<file path="src/rtl/neuro_lif_array.sv">
// Leaky-integrate-and-fire layer engine.
// One timestep per input handshake: each set input spike adds its weight column to
// every non-refractory neuron (one input channel per cycle). The neurons then leak
// toward zero and fire against a threshold. The fired-neuron vector is held on a
// valid/ready output until it is accepted. An 8-bit CPU register port provides
// configuration and weight access.
module neuro_lif_array #(
  parameter int N_IN  = 8,
  parameter int N_OUT = 8,
  parameter int V_W   = 12
) (
  input  logic             clk,
  input  logic             rst,
  input  logic [7:0]       cpu_addr,
  input  logic             cpu_we,
  input  logic             cpu_re,
  input  logic [7:0]       cpu_wdata,
  output logic [7:0]       cpu_rdata,
  output logic             cpu_ready,
  input  logic [N_IN-1:0]  in_spikes,
  input  logic             in_valid,
  output logic             in_ready,
  output logic [N_OUT-1:0] out_spikes,
  output logic             out_valid,
  input  logic             out_ready,
  output logic [31:0]      step_count,
  output logic [31:0]      spike_count,
  output logic [31:0]      idle_cycles
);

  localparam int JW = (N_IN  > 1) ? $clog2(N_IN)  : 1;
  localparam int OW = (N_OUT > 1) ? $clog2(N_OUT) : 1;

  typedef enum logic [1:0] {S_IDLE, S_ACCUM, S_FIRE, S_OUT} state_t;

  state_t                r_state;
  logic                  r_en;
  logic [7:0]            r_th, r_lk, r_rf;
  logic [7:0]            r_th_s, r_lk_s, r_rf_s;
  logic [7:0]            r_wsel_in, r_wsel_out;
  logic                  r_wr_err;
  logic [7:0]            r_rdata;
  logic                  r_ready;
  logic signed [7:0]     r_w [N_OUT][N_IN];
  logic signed [V_W-1:0] r_v [N_OUT];
  logic [7:0]            r_rc [N_OUT];
  logic [N_IN-1:0]       r_spk;
  logic [JW-1:0]         r_j;
  logic                  r_in_ready;
  logic                  r_out_valid;
  logic [N_OUT-1:0]      r_out_spikes;
  logic [31:0]           r_step, r_spk_cnt, r_idle;

  logic                  w_busy;
  logic                  w_en_nxt;
  logic                  w_idle_nxt;
  logic                  w_clr;
  logic                  w_wsel_ok;
  logic [JW-1:0]         w_ii;
  logic [OW-1:0]         w_oi;
  logic [7:0]            w_rdata;
  logic [32:0]           w_spk_sum;
  logic signed [V_W-1:0] w_th;
  logic signed [V_W-1:0] w_v_acc [N_OUT];
  logic signed [V_W-1:0] w_v_lk  [N_OUT];
  logic [N_OUT-1:0]      w_fire;

  // Add a signed 8-bit weight to a membrane, clamping at the signed V_W range.
  function automatic logic signed [V_W-1:0] sat_add(input logic signed [V_W-1:0] a,
                                                    input logic signed [7:0] b);
    logic signed [V_W:0] s;
    s = {a[V_W-1], a} + {{(V_W-7){b[7]}}, b};
    if (s[V_W] != s[V_W-1])
      return s[V_W] ? {1'b1, {(V_W-1){1'b0}}} : {1'b0, {(V_W-1){1'b1}}};
    return s[V_W-1:0];
  endfunction

  // Move a membrane toward zero by lk, never crossing zero.
  function automatic logic signed [V_W-1:0] leak_v(input logic signed [V_W-1:0] v,
                                                   input logic [7:0] lk);
    logic signed [V_W:0] ve, le, t;
    ve = {v[V_W-1], v};
    le = {{(V_W-7){1'b0}}, lk};
    if (v[V_W-1]) begin
      t = ve + le;
      return t[V_W] ? t[V_W-1:0] : '0;
    end
    t = ve - le;
    return t[V_W] ? '0 : t[V_W-1:0];
  endfunction

  function automatic logic [7:0] popcnt(input logic [N_OUT-1:0] v);
    logic [7:0] c;
    c = '0;
    for (int k = 0; k < N_OUT; k++) c = c + {7'd0, v[k]};
    return c;
  endfunction

  assign w_busy     = (r_state != S_IDLE);
  assign w_en_nxt   = (cpu_we && cpu_addr == 8'h00) ? cpu_wdata[0] : r_en;
  assign w_clr      = cpu_we && (cpu_addr == 8'h00) && cpu_wdata[1] && !w_busy;
  assign w_idle_nxt = ((r_state == S_IDLE) && !(in_valid && r_in_ready)) ||
                      ((r_state == S_OUT) && out_ready);
  assign w_wsel_ok  = (r_wsel_in < 8'(N_IN)) && (r_wsel_out < 8'(N_OUT));
  assign w_ii       = r_wsel_in[JW-1:0];
  assign w_oi       = r_wsel_out[OW-1:0];
  assign w_spk_sum  = {1'b0, r_spk_cnt} + {25'd0, popcnt(r_out_spikes)};

  // Per-neuron next values: accumulate for the current channel, and leak/fire decision.
  always_comb begin
    w_th   = {{(V_W-8){1'b0}}, r_th_s};
    w_fire = '0;
    for (int i = 0; i < N_OUT; i++) begin
      w_v_acc[i] = r_v[i];
      if (r_spk[r_j] && r_rc[i] == 8'd0) w_v_acc[i] = sat_add(r_v[i], r_w[i][r_j]);
      w_v_lk[i]  = leak_v(r_v[i], r_lk_s);
      w_fire[i]  = (r_rc[i] == 8'd0) && (w_v_lk[i] >= w_th);
    end
  end

  // CPU read mux; reads reflect register state before any same-cycle write.
  always_comb begin
    w_rdata = 8'd0;
    case (cpu_addr)
      8'h00:   w_rdata = {7'd0, r_en};
      8'h01:   w_rdata = {5'd0, r_wr_err, r_out_valid, w_busy};
      8'h02:   w_rdata = r_th;
      8'h03:   w_rdata = r_lk;
      8'h04:   w_rdata = r_rf;
      8'h05:   w_rdata = r_wsel_in;
      8'h06:   w_rdata = r_wsel_out;
      8'h07:   w_rdata = w_wsel_ok ? r_w[w_oi][w_ii] : 8'd0;
      default: w_rdata = 8'd0;
    endcase
  end

  // CPU register file and weight memory with auto-incrementing write pointer.
  always_ff @(posedge clk) begin
    if (rst) begin
      r_en       <= 1'b0;
      r_th       <= 8'd200;
      r_lk       <= 8'd1;
      r_rf       <= 8'd0;
      r_wsel_in  <= 8'd0;
      r_wsel_out <= 8'd0;
      r_wr_err   <= 1'b0;
      r_rdata    <= 8'd0;
      r_ready    <= 1'b0;
      for (int i = 0; i < N_OUT; i++)
        for (int k = 0; k < N_IN; k++) r_w[i][k] <= '0;
    end else begin
      r_ready <= cpu_we | cpu_re;
      if (cpu_re) begin
        r_rdata <= w_rdata;
        if (cpu_addr == 8'h01) r_wr_err <= 1'b0;
      end
      if (cpu_we) begin
        case (cpu_addr)
          8'h00: begin
            r_en <= cpu_wdata[0];
            if (cpu_wdata[1] && w_busy) r_wr_err <= 1'b1;
          end
          8'h02: r_th       <= cpu_wdata;
          8'h03: r_lk       <= cpu_wdata;
          8'h04: r_rf       <= cpu_wdata;
          8'h05: r_wsel_in  <= cpu_wdata;
          8'h06: r_wsel_out <= cpu_wdata;
          8'h07: begin
            if (w_busy) begin
              r_wr_err <= 1'b1;
            end else if (w_wsel_ok) begin
              r_w[w_oi][w_ii] <= cpu_wdata;
              if (r_wsel_in == 8'(N_IN - 1)) begin
                r_wsel_in  <= 8'd0;
                r_wsel_out <= (r_wsel_out == 8'(N_OUT - 1)) ? 8'd0 : r_wsel_out + 8'd1;
              end else begin
                r_wsel_in <= r_wsel_in + 8'd1;
              end
            end
          end
          default: ;
        endcase
      end
    end
  end

  // Timestep FSM: IDLE -> ACCUM (one channel per cycle) -> FIRE -> OUT -> IDLE.
  always_ff @(posedge clk) begin
    if (rst) begin
      r_state      <= S_IDLE;
      r_j          <= '0;
      r_spk        <= '0;
      r_th_s       <= 8'd0;
      r_lk_s       <= 8'd0;
      r_rf_s       <= 8'd0;
      r_in_ready   <= 1'b0;
      r_out_valid  <= 1'b0;
      r_out_spikes <= '0;
      r_step       <= 32'd0;
      r_spk_cnt    <= 32'd0;
      r_idle       <= 32'd0;
      for (int i = 0; i < N_OUT; i++) begin
        r_v[i]  <= '0;
        r_rc[i] <= 8'd0;
      end
    end else begin
      r_in_ready <= w_idle_nxt && w_en_nxt;
      if (r_state == S_IDLE) r_idle <= r_idle + 32'd1;
      unique case (r_state)
        S_IDLE: begin
          if (w_clr) begin
            for (int i = 0; i < N_OUT; i++) begin
              r_v[i]  <= '0;
              r_rc[i] <= 8'd0;
            end
          end
          if (in_valid && r_in_ready) begin
            r_spk   <= in_spikes;
            r_th_s  <= r_th;
            r_lk_s  <= r_lk;
            r_rf_s  <= r_rf;
            r_j     <= '0;
            r_state <= S_ACCUM;
          end
        end
        S_ACCUM: begin
          for (int i = 0; i < N_OUT; i++) r_v[i] <= w_v_acc[i];
          if (r_j == JW'(N_IN - 1)) r_state <= S_FIRE;
          else                      r_j     <= r_j + 1'b1;
        end
        S_FIRE: begin
          for (int i = 0; i < N_OUT; i++) begin
            if (r_rc[i] != 8'd0) begin
              r_rc[i] <= r_rc[i] - 8'd1;
            end else if (w_fire[i]) begin
              r_v[i]  <= '0;
              r_rc[i] <= r_rf_s;
            end else begin
              r_v[i]  <= w_v_lk[i];
            end
          end
          r_out_spikes <= w_fire;
          r_out_valid  <= 1'b1;
          r_state      <= S_OUT;
        end
        S_OUT: begin
          if (out_ready) begin
            r_out_valid <= 1'b0;
            r_step      <= r_step + 32'd1;
            r_spk_cnt   <= w_spk_sum[32] ? 32'hFFFF_FFFF : w_spk_sum[31:0];
            r_state     <= S_IDLE;
          end
        end
        default: r_state <= S_IDLE;
      endcase
    end
  end

  assign cpu_rdata   = r_rdata;
  assign cpu_ready   = r_ready;
  assign in_ready    = r_in_ready;
  assign out_spikes  = r_out_spikes;
  assign out_valid   = r_out_valid;
  assign step_count  = r_step;
  assign spike_count = r_spk_cnt;
  assign idle_cycles = r_idle;

endmodule

</file>
<file path="config.mk">
export PLATFORM = sky130hd
export DESIGN_NAME = neuro_lif_array
export DESIGN_NICKNAME = d
export VERILOG_FILES = /design/src/rtl/neuro_lif_array.sv
export SDC_FILE = /design/constraint.sdc
export NUM_CORES = 2
export LEC_CHECK = 0
export ABC_AREA = 1
export CORE_MARGIN = 2
export CORE_UTILIZATION = 55
export DETAILED_ROUTE_END_ITERATION = 8
export PLACE_DENSITY = 0.82
export SLEW_MARGIN = 25
export SYNTH_ARGS = -nofsm -noshare
export SYNTH_HDL_FRONTEND = slang
export SYNTH_SLANG_ARGS = --single-unit
</file>
<file path="constraint.sdc">
create_clock -name clk -period 4.65 [get_ports clk]
set_input_delay 1.1625 -clock clk [delete_from_list [all_inputs] [get_ports clk]]
set_output_delay 1.1625 -clock clk [all_outputs]
set_load 0.02 [all_outputs]
</file>
Word level (Yosys, flattened, before mapping)
Memories as Yosys holds them, arrays and structs flattened. A register that Yosys moved wholly into a read port is not among the register bits.
Index checks and enable logic that the tools add are counted.
{"block": "totals", "ff_bits": 194, "ram_bits": 672, "input_bits": 30, "out_inout_bits": 115, "elab_cells": 569, "mem_count": 3}
{"block": "op_classes", "addsub": 45, "n_lt_le_gt_ge": 14, "n_eq_ne": 28, "mux": 335, "bitwise_logic": 59, "reduce_logical": 64}
{"memory": "r_w", "words": 8, "word_bits": 64, "read_ports": 9, "rd_ports_with_merged_regs": 1, "write_ports": 8, "line_no": "44", "rtl": "logic signed [7:0] r_w [N_OUT][N_IN];"}
{"memory": "r_v", "words": 8, "word_bits": 12, "read_ports": 8, "rd_ports_with_merged_regs": 0, "write_ports": 8, "line_no": "45", "rtl": "logic signed [V_W-1:0] r_v [N_OUT];"}
{"memory": "r_rc", "words": 8, "word_bits": 8, "read_ports": 8, "rd_ports_with_merged_regs": 0, "write_ports": 8, "line_no": "46", "rtl": "logic [7:0] r_rc [N_OUT];"}
{"op": "$mux 12", "n": 96}
{"op": "$mux 8", "n": 51}
{"op": "$bmux 8 s3", "n": 9}
{"op": "$mux 64", "n": 3}
{"op": "$mux 1", "n": 158}
{"op": "$add 12x8->13", "n": 8}
{"op": "$add 12x9->13", "n": 8}
{"op": "$sub 12x9->13", "n": 8}
{"op": "$ge 12x9->1", "n": 8}
{"op": "$logic_not 8->1", "n": 9}
{"op": "$add 32x1->32 const B", "n": 2}
{"op": "$pmux 8 s8", "n": 1}
{"op": "$reduce_bool 8->1", "n": 8}
{"op": "$reduce_or 64->1", "n": 1}
{"op": "$sub 8x1->8 const B", "n": 8}
{"op": "$or 1x1->1", "n": 57}
{"op": "$eq 8x3->1 const B", "n": 6}
{"op": "$add 32x8->33", "n": 1}
{"op": "$mux 32", "n": 1}
{"op": "$pmux 8 s2", "n": 2}
{"op": "$logic_and 1x1->1", "n": 26}
{"op": "$demux 8 s3", "n": 1}
{"op": "$add 8x1->8 const B", "n": 2}
{"op": "$eq 8x2->1 const B", "n": 2}
{"op": "other kinds (33)", "n": 69}

Logic depth before layout (Yosys ltp)
An unclocked memory read counts as a cell.
{"block": "depth", "depth_word": 14, "depth_mapped": 33, "mapped_depth_nobuf": 32}

Worst setup path before layout
Ideal clock, no wire load.
{"block": "synth_timing", "kind": "reg2reg", "from": "register r_lk_s[1]", "to": "memory r_v[4][0] (netlist: r_v[1][0]), enable pin", "setup_ns": 0.388, "arrival_time_ns": 4.491, "required_time_ns": 4.262, "setup_slack_ns": -0.230, "path_stages_with_launch": 24, "n_path_buf": 0, "synth_period_minus_slack_ns": 4.880, "path_cell_list": "dfxtp_1 inv_1 ha_1 inv_1 nand2_1 nor2_1 a21oi_1 o21ai_0 a21oi_1 or2_2 nand3_1 o21ai_0 ha_1 nand2_1 nor2_1 nand2_1 nand2_1 nor2_1 nand3_1 nor2_1 nand2_1 nand2_1 nand4_1 a32oi_1"}
{"element": "start, declared", "line_no": "39", "rtl": "logic [7:0] r_th_s, r_lk_s, r_rf_s;"}
{"element": "start signal, assigned", "line_no": "220", "rtl": "r_lk_s <= r_lk;"}
{"element": "end, declared", "line_no": "45"}

==> run_results.csv <==
group,metric,value,unit
global_route,antenna_found_initial,1,
power_and_ir_drop,switching_share,45.8,%
flow_run,drv_cap,0,
cts,cts_htree_levels,3,
setup_path,critPathKind,"flop to flop",
global_route,grt_pass1_vias,53400,
synth,syn_inst,7545,
setup_path,crit_path_max_fanout,67,
synth,synth_top_area_cell,"edfxtp_1",
hold_path,hold_start,"r_spk[3]",
power_and_ir_drop,p_per_area,568,nW/um^2
hold_path,min_path_cells,2,
drt,viasPerCell,6.27,
synth,ys_types,73,
power_and_ir_drop,vdd_ir_drop_max,0.000417,V
synth,avgSynthCellArea,7.76,um^2
power_and_ir_drop,power_frac_comb,52.7,%
setup_path,cp-start-kind,"flop",
hold_path,hold_path_class,"flop to flop",
cells_and_area,drive_above_1_share,7.89,%
power_and_ir_drop,power.internal,20100,uW
power_and_ir_drop,seq_power_share,26.4,%
drt,wl_per_cell,23.0,um
floorplan,start_util,55.6,%
synth,synth-edff-count,660,
timing,period_share,95.1,%
floorplan,die_area,109000,um^2
cells_and_area,final_common_cell,"nor2_1",
cts,clockBufferDepth,3,
timing,clock_skew,0.0516,ns
drt,drt-total-wl,209,mm
global_route,grt-ovfl-total,0,
place,place_inst,8903,
setup_path,end_kind,"flop",
place,hpwl,150,mm
cells_and_area,instances_no_fill,9083,
timing,fin_crit,4.42,ns
cts,cts_root_buffer,"clkbuf_16",
setup_path,crit_required,5.10,ns
floorplan,die_w,330,um
cts,cts_num_sinks,869,
synth,netlist_area,58600,um^2
setup_path,r2r_cells,21,
drt,ant_nets,0,
timing,timing.slew.headroom,20.6,%
cts,cts_tree,"yes",
setup_path,r2r-end,"r_v[0][36]",
cts,cts_hold_buf,0,
cts,clk_pin_slew,0.07,ns
synth,ys_ff_latch,869,
floorplan,core,105000,um^2
synth,async_reset_ff_share,0,%
synth,seq_area_frac_synth,41.0,%
timing,hold_violations,0,
power_and_ir_drop,power,37100,uW
place,gp_congestion,1.03,
place,io_buffer_count,144,
drt,vias,57000,
outcome,status,"finished clean",
setup_path,crit_arrival,4.87,ns
floorplan,rows,119,
timing,drv_slew,0,
drt,first_iter_violations,8878,
cts,cts_made_buffers,94,
drt,drc,0,
cells_and_area,nets,7988,
cells_and_area,final_cell_mix,"1274 x nor2_1, 1079 x nand2_1, 741 x o21ai_0",
drt,dr.pass1.iters,8,
power_and_ir_drop,pwr-share-clk,20.9,%
power_and_ir_drop,p_sw,17000,uW
global_route,grt_util_all_layers,37.2,%
power_and_ir_drop,p_leak,0.0268,uW
synth,yosysTopAreaCellShare,33.8,%
synth,yosys_warnings,0,
cells_and_area,syn2layout_area_growth,11.6,%
timing,tns,0,ns
global_route,grt_pass1_wl,311,mm
setup_path,r2r_start,"r_j[0]",
cells_and_area,final_util,62.0,%
setup_path,ff2ff_setup_slack,0.23,ns
floorplan,die_h,330,um
floorplan,pin_count,145,
global_route,grt_max_degree,189,
timing,worstMarginPinSlew,1.19,ns
synth,synth-main-ff-cell,"edfxtp_1",
synth,synth_nets,7917,
cts,clk_latency,0.72,ns
synth,yosys-top-cells-area,"edfxtp_1 34%, nor2_1 8.2%, dfxtp_1 7.1%, nand2_1 6.9%, ha_1 6.7%",
hold_path,min_to,"r_spk[3]",
timing,setup_viol,0,
timing,max_freq,226,MHz
## power by group through the flow
stage | Clock [uW] | Sequential (uW) | Combinational [uW]
floorplan | 0 | 9630 | 13500
global placement | 0 | 9910 | 18300
detailed placement | 0 | 9930 | 18700
CTS | 7720 | 9770 | 18800
global route | 8010 | 9840 | 21500
finish | 7750 | 9810 | 19600
## logic make-up (layout without fill, tap and decap cells)
family                     count (synthesis)  count (layout)  synth area share (%)
and+or+nand+nor                         3160            3160                  23.0
AOI/OAI and AO/OA                       1883            1883                  18.0
buffers and inverters                   1079            1224                  7.16
DFF                                      869             869                  41.0
adders and majority gates                342             342                  7.68
xor gates and xnor gates                 212             212                  3.17
other                                      0               2                     0
## synthesized netlist by cell type (all sizes together) (2+ instances only)
library cell and count:
ha 313, a32oi 3, o21bai 29, nand2b 2, nor2 1304, o21a 24
o32ai 5, a22oi 8, nand3 421, o221ai 26, clkinv 11, nor3b 3
o2111ai 8, xor2 173, and3 3, or3 5, a22o 7, a21boi 6
a21o 13, dfxtp 209, a21oi 626, clkbuf 277, o211ai 107, edfxtp 660
buf 88, a211oi 17, nor3 122, nand2 1165, fa 29, nand4 68
or2 28, nand3b 16, a221oi 9, o22ai 103, nor4 22, o21ai 786
o31ai 10, inv 703, a31oi 92, xnor2 39
## worst max-delay path: stages, from the launching register on
cell and delay (ns):
dfxtp_4 0.40, inv_6 0.26, buf_12 0.30, nor2_1 0.10
o22ai_1 0.27, nor2_1 0.14, a31oi_1 0.73, ha_1 0.42
a21oi_1 0.16, o21a_1 0.15, nand2_1 0.05, nand2_1 0.07
nand2_1 0.06, nand2_1 0.06, nand2_1 0.07, nand2_1 0.08
nand2_1 0.06, nand2_1 0.12, or2_2 0.23, nand2_1 0.09
o21ai_0 0.17, nand2_1 0.09
## metrics by stage
stage	hold WS, ns	setup WS (ns)	instance area, um^2
3_5_place_dp	0.441	0.129	62000
4_1_cts	0.455	0.103	65200
6_report	0.454	0.227	65400
5_1_grt	0.474	-0.00764	65300
2_1_floorplan	0.420	0.204	58600
3_3_place_gp	0.433	0.214	62000
## routing by layer
layer	GRT usage (%)	up-vias	wire [um]
met4	22.7	0	15700
met2	57.2	3810	90500
li1	-	26000	-
met1	48.0	26400	77600
met3	8.11	822	25100
met5	0	-	0
## how the worst max path moves through the flow
stage / from / to / cells past startpoint
floorplan: r_lk_s[1] / r_rc[0][24] / 25
global placement: cpu_addr[2] / r_w[6][10] / 13
detailed placement: r_lk_s[4] / r_rc[1][25] / 19
CTS: r_lk_s[0] / r_rc[1][30] / 21
global route: r_lk_s[0] / r_v[1][18] / 26
finish: r_j[0] / r_v[0][36] / 21
## final cells by class
cell class,instances,area (um^2)
well taps,1391,1740
flip-flops and latches,869,24000
repair buffers,340,3230
multi-input cells,5597,30500
diodes,2,5.00
fillers,9036,40100
clock buffers,115,2470
inverters,714,2720
clock inverters,55,671
## repair_timing
action	4_1_cts	5_1_grt
setup endpoints to repair	0	105
buffers inserted	0	8
resized for setup	0	28
## flip-flops by register name, summed over array words and instances (netlist names), 32 cells and up, named ones only
name / flops
idle_cycles: 32
r_rc: 64
step_count: 32
r_w: 512
spike_count: 32
r_v: 96
(Power assumes the default switching activity.)
==> RTL change (same flow settings) <==
Reset style: asynchronous (`rst`), changed in 2 clocked blocks.
--- a/src/rtl/neuro_lif_array.sv
+++ b/src/rtl/neuro_lif_array.sv
@@ -135,7 +135,7 @@
   end
 
   // CPU register file and weight memory with auto-incrementing write pointer.
-  always_ff @(posedge clk) begin
+  always_ff @(posedge clk or posedge rst) begin
     if (rst) begin
       r_en       <= 1'b0;
       r_th       <= 8'd200;
@@ -185,7 +185,7 @@
   end
 
   // Timestep FSM: IDLE -> ACCUM (one channel per cycle) -> FIRE -> OUT -> IDLE.
-  always_ff @(posedge clk) begin
+  always_ff @(posedge clk or posedge rst) begin
     if (rst) begin
       r_state      <= S_IDLE;
       r_j          <= '0;
Check against the original RTL: not settled (the Yosys comparison gave no result); the edit may change what the design does.
==> RTL change against the unedited design <==
- sequential power shrank 2.3%
- cell area grew 6.1%
- sequential share of layout area down 5.5 points
- combinational power grew 88%
- synthesized area increased by 3.8%
- sequential cell count down 3
- hold slack improved by 23 ps
- first-iteration DRC count about the same
- routed wire length increased by 24%
- fmax decreased by 3.1%
- power rose by 49%
- setup slack worse by 140 ps
- critical path type unchanged
- highest routed layer is now met5
==> RTL change: results (changes against the unedited design) <==
[drt]
wirelength_mm = 260  ; was 209 mm
top_layer = met5  ; was met4
drt_first_iter_violations = 8886  ; was 8878
route.met3.wl_mm = 31.4  ; was 25.1 mm

[synth]
synthDistinctLibCells = 59  ; was 73
ys.flop_type = dfrtp_1  ; was edfxtp_1
synthAdderAreaFrac_pct = 7.48  ; was 7.68%
synthTopCellsByCount = nand2_1 (2552), o21ai_0 (1100), dfrtp_1 (862)  ; was nor2_1 (1277), nand2_1 (1082), o21ai_0 (741)
synth.avg_cell_area_sq_um = 6.99  ; was 7.76 sq um
synth_xor_xnor_area_share_pct = 3.33  ; was 3.17%
async_flop_share_pct = 100  ; was 0%
ys_seq_area_share_pct = 35.6  ; was 41.0%
synth_mux_area_share_pct = 0.146  ; was 0%

[worst_setup_path]
cp-startpoint = r_j[0]  ; unchanged
worst-path-max-fanout = 70  ; was 67
arrival_ps = 5180  ; was 4870 ps
r2r-end = r_v[62]  ; was r_v[0][36]
rr_worst_depth = 23  ; was 21
reg2reg_from = r_j[0]  ; unchanged

[finish]
final_cells = 10400  ; was 9083
fill_cells = 9864  ; was 9036
drive_gt1_share_pct = 7.34  ; was 7.89%

[placement]
dp_hpwl_mm = 190  ; was 150 mm
place_ws_ps = 44.9  ; was 129 ps
place_area_sq_mm = 0.0654  ; was 0.0620 sq mm
place.gp.congestion = 1.09  ; was 1.03

[hold_path]
worstHoldStart = r_rc[58]  ; was r_spk[3]
min_to = r_rc[58]  ; was r_spk[3]

[pwr]
p_leak_nw = 33.8  ; was 26.8 nW
switchingPower_w = 0.0295  ; was 0.0170 W

[global_route]
use_met3_pct = 13.4  ; was 8.11%
grt_max_degree = 125  ; was 189
grt_pass1_vias = 59700  ; was 53.4k
grtUsageMet1_pct = 56.0  ; was 48.0%
grt_pass1_wl_mm = 381  ; was 311 mm
antenna_found_initial = 18  ; was 1
use_met2_pct = 65.7  ; was 57.2%

[outcome]
outcome = finished, final reports clean  ; unchanged

[sta]
finalCriticalPeriod_ps = 4570  ; was 4420 ps
finalHoldWorstSlack_ps = 477  ; was 454 ps

[cts]
clk_latency_ps = 770  ; was 720 ps

## RTL change: changes by cell type in the layout (fill, tap and decap cells not counted), sizes merged, moves of 154 or more
cell    before   now
dfrtp        0   862
a21oi      626   402
dfxtp      209     0
nor2      1304   738
o21ai      786  1109
inv        707   861
edfxtp     660     0
nand2     1165  2554
## RTL change: worst register-to-register path, stage by stage, from the launching register on
cell and delay [ps]:
dfrtp_4 540, inv_16 120, buf_12 370, o21ai_0 410, o22ai_1 210, buf_4 210, nor2_1 300, buf_4 220
a31oi_2 90, buf_4 210, ha_1 320, a21oi_1 90, o21ai_0 270, nand2_1 110, nand3_1 110, nand2_1 50
nand2_1 90, nor2_1 80, inv_1 100, nand2_1 130, o21ai_0 190, nand2_1 80, nand2_1 60, nand2_1 40
## RTL change: area by class of cell
type                       instances  area (sq um)  area share, %
antenna                           10          25.0         0.0361
multi-input combinational       6554         34300           49.5
sequential                       866         21700           31.3
inverter                         870          3310           4.77
timing repair buffer             489          4490           6.48
tap                             1476          1850           2.66
clock buffer                     128          2680           3.86
clock inverter                    53           980           1.41
## RTL change: repair_timing
action	in CTS	in global routing
pin swaps	0	1
buffers inserted	0	3
endpoints found under the setup margin	1	132
hold buffers	0	0
resized for setup	1	50
gates cloned	0	2
## RTL change: power by group through the flow
| stage | Sequential [W] | Combinational, W | Clock [W] |
|---|---|---|---|
| 2_1_floorplan | 0.00920 | 0.0234 | 0 |
| 3_3_place_gp | 0.00958 | 0.0343 | 0 |
| 3_5_place_dp | 0.00961 | 0.0351 | 0 |
| 4_1_cts | 0.00949 | 0.0354 | 0.00897 |
| 5_1_grt | 0.00964 | 0.0404 | 0.00928 |
| 6_report | 0.00958 | 0.0369 | 0.00896 |
